$ cat src/rtl/pipe_ctrl.sv
// Pipeline hazard controller: per-stage stall vector, registered flush pulse,
// multi-cycle EX sequencing (IDLE/BUSY/DONE) and a saturating stall-cycle counter.
module pipe_ctrl #(
  parameter int unsigned MC_W   = 6,
  parameter int unsigned PERF_W = 16
) (
  input  logic              clk,
  input  logic              rst,
  input  logic              stallreq_id,
  input  logic              stallreq_ex,
  input  logic              mc_start,
  input  logic [MC_W-1:0]   mc_len,
  input  logic              flush_req,
  output logic [5:0]        stall,
  output logic              flush,
  output logic              mc_busy,
  output logic              mc_done,
  output logic [PERF_W-1:0] stall_cnt
);

  localparam logic [MC_W-1:0]   McOne   = {{(MC_W-1){1'b0}}, 1'b1};
  localparam logic [PERF_W-1:0] PerfOne = {{(PERF_W-1){1'b0}}, 1'b1};

  typedef enum logic [1:0] {StIdle, StBusy, StDone} state_e;

  state_e              state_q, state_d;
  logic [MC_W-1:0]     cnt_q, cnt_d;
  logic                flush_q;
  logic [PERF_W-1:0]   stall_cnt_q;
  logic                accept;
  logic [MC_W-1:0]     load_val;

  // A new op is taken only outside BUSY, and never alongside a flush or reset.
  assign accept   = mc_start & ~flush_req & ~rst & (state_q != StBusy);
  // Zero length runs as a single-cycle op.
  assign load_val = (mc_len == '0) ? McOne : mc_len;

  // State, counter and flush registers.
  always_ff @(posedge clk) begin
    if (rst) begin
      state_q <= StIdle;
      cnt_q   <= '0;
      flush_q <= 1'b0;
    end else begin
      state_q <= state_d;
      cnt_q   <= cnt_d;
      flush_q <= flush_req;
    end
  end

  // Next-state and counter update; flush overrides every transition.
  always_comb begin
    state_d = state_q;
    cnt_d   = cnt_q;
    unique case (state_q)
      StIdle: begin
        if (accept) begin
          state_d = StBusy;
          cnt_d   = load_val;
        end
      end
      StBusy: begin
        cnt_d = cnt_q - McOne;
        if (cnt_q == McOne) state_d = StDone;
      end
      StDone: begin
        if (accept) begin
          state_d = StBusy;
          cnt_d   = load_val;
        end else begin
          state_d = StIdle;
        end
      end
      default: state_d = StIdle;
    endcase
    if (flush_req) begin
      state_d = StIdle;
      cnt_d   = '0;
    end
  end

  // Outputs: stall priority is flush, then EX hold, then ID bubble.
  always_comb begin
    mc_busy   = (state_q == StBusy) & ~rst;
    mc_done   = (state_q == StDone);
    flush     = flush_q;
    stall_cnt = stall_cnt_q;
    if (rst || flush_req) begin
      stall = 6'b000000;
    end else if (accept || mc_busy || stallreq_ex) begin
      stall = 6'b001111;
    end else if (stallreq_id) begin
      stall = 6'b000111;
    end else begin
      stall = 6'b000000;
    end
  end

  // Saturating count of cycles with any stage held.
  always_ff @(posedge clk) begin
    if (rst) begin
      stall_cnt_q <= '0;
    end else if ((stall != 6'b000000) && (stall_cnt_q != '1)) begin
      stall_cnt_q <= stall_cnt_q + PerfOne;
    end
  end

endmodule
$ cat config.mk
export PLATFORM = sky130hd
export DESIGN_NAME = pipe_ctrl
export DESIGN_NICKNAME = d
export VERILOG_FILES = /design/src/rtl/pipe_ctrl.sv
export SDC_FILE = /design/constraint.sdc
export NUM_CORES = 1
export LEC_CHECK = 0
export ABC_AREA = 1
export BUFFER_PORTS_ARGS = -buffer_cell sky130_fd_sc_hd__buf_2
export CORE_MARGIN = 1
export CORE_UTILIZATION = 55
export DETAILED_ROUTE_END_ITERATION = 10
export GPL_TIMING_DRIVEN = 0
export PLACE_DENSITY = 0.81
export SYNTH_ARGS = -nofsm -noshare
export SYNTH_HDL_FRONTEND = slang
export SYNTH_SLANG_ARGS = --single-unit
$ cat constraint.sdc
create_clock -name clk -period 4 [get_ports clk]
set_input_delay 0.4 -clock clk [delete_from_list [all_inputs] [get_ports clk]]
set_output_delay 0.4 -clock clk [all_outputs]
set_load 0.1 [all_outputs]
==> results.cfg <==
[status]
status = finished, final reports clean

[floorplanning]
io_pins = 37
core_sq_mm = 0.00273
rows = 19
die_h_um = 55.4
die_area_sq_mm = 0.00307
start_util = 0.574
dieWidth_um = 55.4

[synthesis]
yosys.area_share.simple = 0.394
synth_compound_gate_area_share = 0.116
seq_area_frac_synth = 0.319
synth_xor_area_frac = 0.0390
syn-mean-instance-area_sq_um = 6.46
synthAdderAreaFrac = 0.0239
synth_top_family_by_area = simple AND/OR/NAND/NOR gates
ys_seq_elements = 25
synthesis.area_sq_mm = 0.00157
synth_cell_type_count = 32
synth.area.mux_share = 0
synth_cells = 243
yosys_warnings = 0

[final_layout]
final_cell_mix = nand2_1 (72), nor2_1 (37), buf_2 (34)
final_nets = 298
layout-drive-gt1-share = 0.213
area_delta_synth_final_pct = 15.3
fin_util = 0.662
fin_cells = 313
final_common_cell = nand2_1
antenna_cells = 0

[pwr]
intPower_uw = 324
p_switching_uw = 185
power.clock.fraction = 0.233
switching_share = 0.363
power_density_mw_per_mm2 = 282
p_seq_frac = 0.512
max-vdd-ir-drop_mv = 0.193
combinationalPowerShare = 0.255
p_leak_uw = 0.000844

[setup_path]
critical-path-top-delay-family = buffers and inverters
path_cells = buf_4, inv_2, nor2_4, nand2_2, nand3_4, buf_4, buf_2
worstPathArrival_ns = 1.77
r2r-end = stall_cnt[11]
reg2reg_setup_slack_ns = 2.31
cp_slowest_stage_delay_ns = 0.41
startpoint = state_q[0]
r2r_start = stall_cnt[0]
worst_setup_path_end_kind = output port
path_class = reg -> out
worstPathMaxFanout = 9
critical_path_required_ns = 3.60
crit_cells = 7
cp_slowest_cell = buf_2
endpoint = stall[1]
rr_worst_depth = 9
cp-start-kind = flip-flop
cp_num_buf_inv = 4
cp_common_cell = buf_4

[grt]
grt_max_degree = 15
antenna_found_initial = 0
grt_usage = 0.225
grt_pass1_wl_mm = 5.65
first_global_vias = 1361
gr-total-overflow = 0

[clock_tree]
cts_tree = built
cts_resized = 0
cts_hold_buf = 0
cts_setup_buffers = 0
clockBufferDepth = 2
clock_sinks = 25
h-tree-depth = 1
worstSkewPairLatency_ns = 0.32
path_clk_slew_ns = 0.15
cts_root_buffer = clkbuf_4
numCtsBuffers = 3

[sta]
drv_slew = 0
fmax_mhz = 461
setup_viol_count_final = 0
finClkSkew_ns = 0.00525
timing.setup.tns_ns = 0
rsz0062_at_grt = no
fin_crit_ns = 2.17
fin_crit_sh = 0.543
hold_viol = 0

[routing]
ant_nets = 0
avgViaCountPerCell = 4.99
drt-wirelength-per-cell_um = 10.2
dr.first_iter.drc_count = 54
dr.pass1.iters = 4
via_count = 1562
finalWirelength_mm = 3.19
drc = 0

[hold_path]
hold_class = in -> reg

[run]
maxCapViolations = 0

[place]
placed_cells = 309
gp_congestion = 0.791
hpwlAfterDp_mm = 2.49
portBuffers = 34
==> sequential cells by signal (all words and copies together), names as in the netlist <==
| register | count |
|---|---|
| flush | 1 |
| cnt_q | 6 |
| state_q | 2 |
| stall_cnt | 16 |
==> worst min-delay path by stage <==
stage / startpoint / endpoint / cells after the start
2_1_floorplan: rst / stall_cnt[14] / 1
4_1_cts: flush_req / flush / 3
5_1_grt: flush_req / flush / 3
6_report: flush_req / flush / 3
3_3_place_gp: stall_cnt[15] / stall_cnt[15] / 2
3_5_place_dp: stall_cnt[15] / stall_cnt[15] / 2
==> logic make-up (layout without fill, tap and decap cells) <==
group	after synthesis	in the layout
other	1	2
and+or+nand+nor	139	139
DFF	25	25
AOI/OAI and AO/OA	33	33
xor gates and xnor gates	7	7
buffers and inverters	35	73
adders and majority gates	3	3
==> cell usage after synthesis (all sizes together) <==
cell type	instances	area [sq um]
a21boi	1	7.51
a21oi	14	70.1
a31oi	1	6.26
a41oi	1	8.76
and3	1	6.26
buf	7	60.1
clkbuf	1	3.75
conb	1	3.75
dfxtp	25	500
ha	3	37.5
inv	27	101
nand2	77	307
nand3	12	77.6
nand3b	1	7.51
nand4	6	37.5
nor2	40	173
nor3	1	5.00
o211ai	1	7.51
o21ai	13	68.8
o21bai	1	7.51
o22ai	1	6.26
or2	1	6.26
xnor2	2	17.5
xor2	5	43.8
==> layer usage <==
layer / global-route usage / wire (um) / part of all wire / up-vias
met3: 0.0281 / 131 / 0.041 / 4
li1: - / - / - / 845
met2: 0.394 / 1550 / 0.49 / 37
met1: 0.275 / 1470 / 0.46 / 676
met4: 0.100 / 35 / 0.011 / 0
met5: 0 / 0 / 0 / -
==> through the flow <==
stage / cell area (sq um) / power, uW / hold WS [ns] / setup slack, ns
6_report: 1810 / 510 / 0.294 / 1.83
5_1_grt: 1810 / 536 / 0.275 / 1.69
4_1_cts: 1810 / 514 / 0.286 / 1.81
3_5_place_dp: 1780 / 397 / 0.502 / 1.99
3_3_place_gp: 1780 / 396 / 0.498 / 2.00
2_1_floorplan: 1570 / 372 / 0.469 / 1.69
==> worst reg2reg max path: stages, from the launching register on <==
cell,delay [ns]
dfxtp_1,0.47
ha_1,0.24
nand3_2,0.17
nor2_4,0.17
nand2_2,0.10
nand2_4,0.11
inv_2,0.07
buf_6,0.14
nand2_1,0.05
a21oi_1,0.05
==> power groups by stage <==
stage          logic [uW]  clock network, uW  registers (uW)
2_1_floorplan        87.4                  0             285
3_3_place_gp          130                  0             266
3_5_place_dp          131                  0             266
4_1_cts               131                122             261
5_1_grt               140                134             262
6_report              130                119             261
==> final cells by class <==
class / instances / area, sq um
multi-input cells: 184 / 908
fillers: 277 / 923
flip-flops and latches: 25 / 500
inverters: 27 / 101
clock buffers: 3 / 22.5
well taps: 31 / 38.8
repair buffers: 34 / 170
plain buffers: 8 / 63.8
clock inverters: 1 / 5.00
No activity file was read; power rests on OpenSTA's default activity.
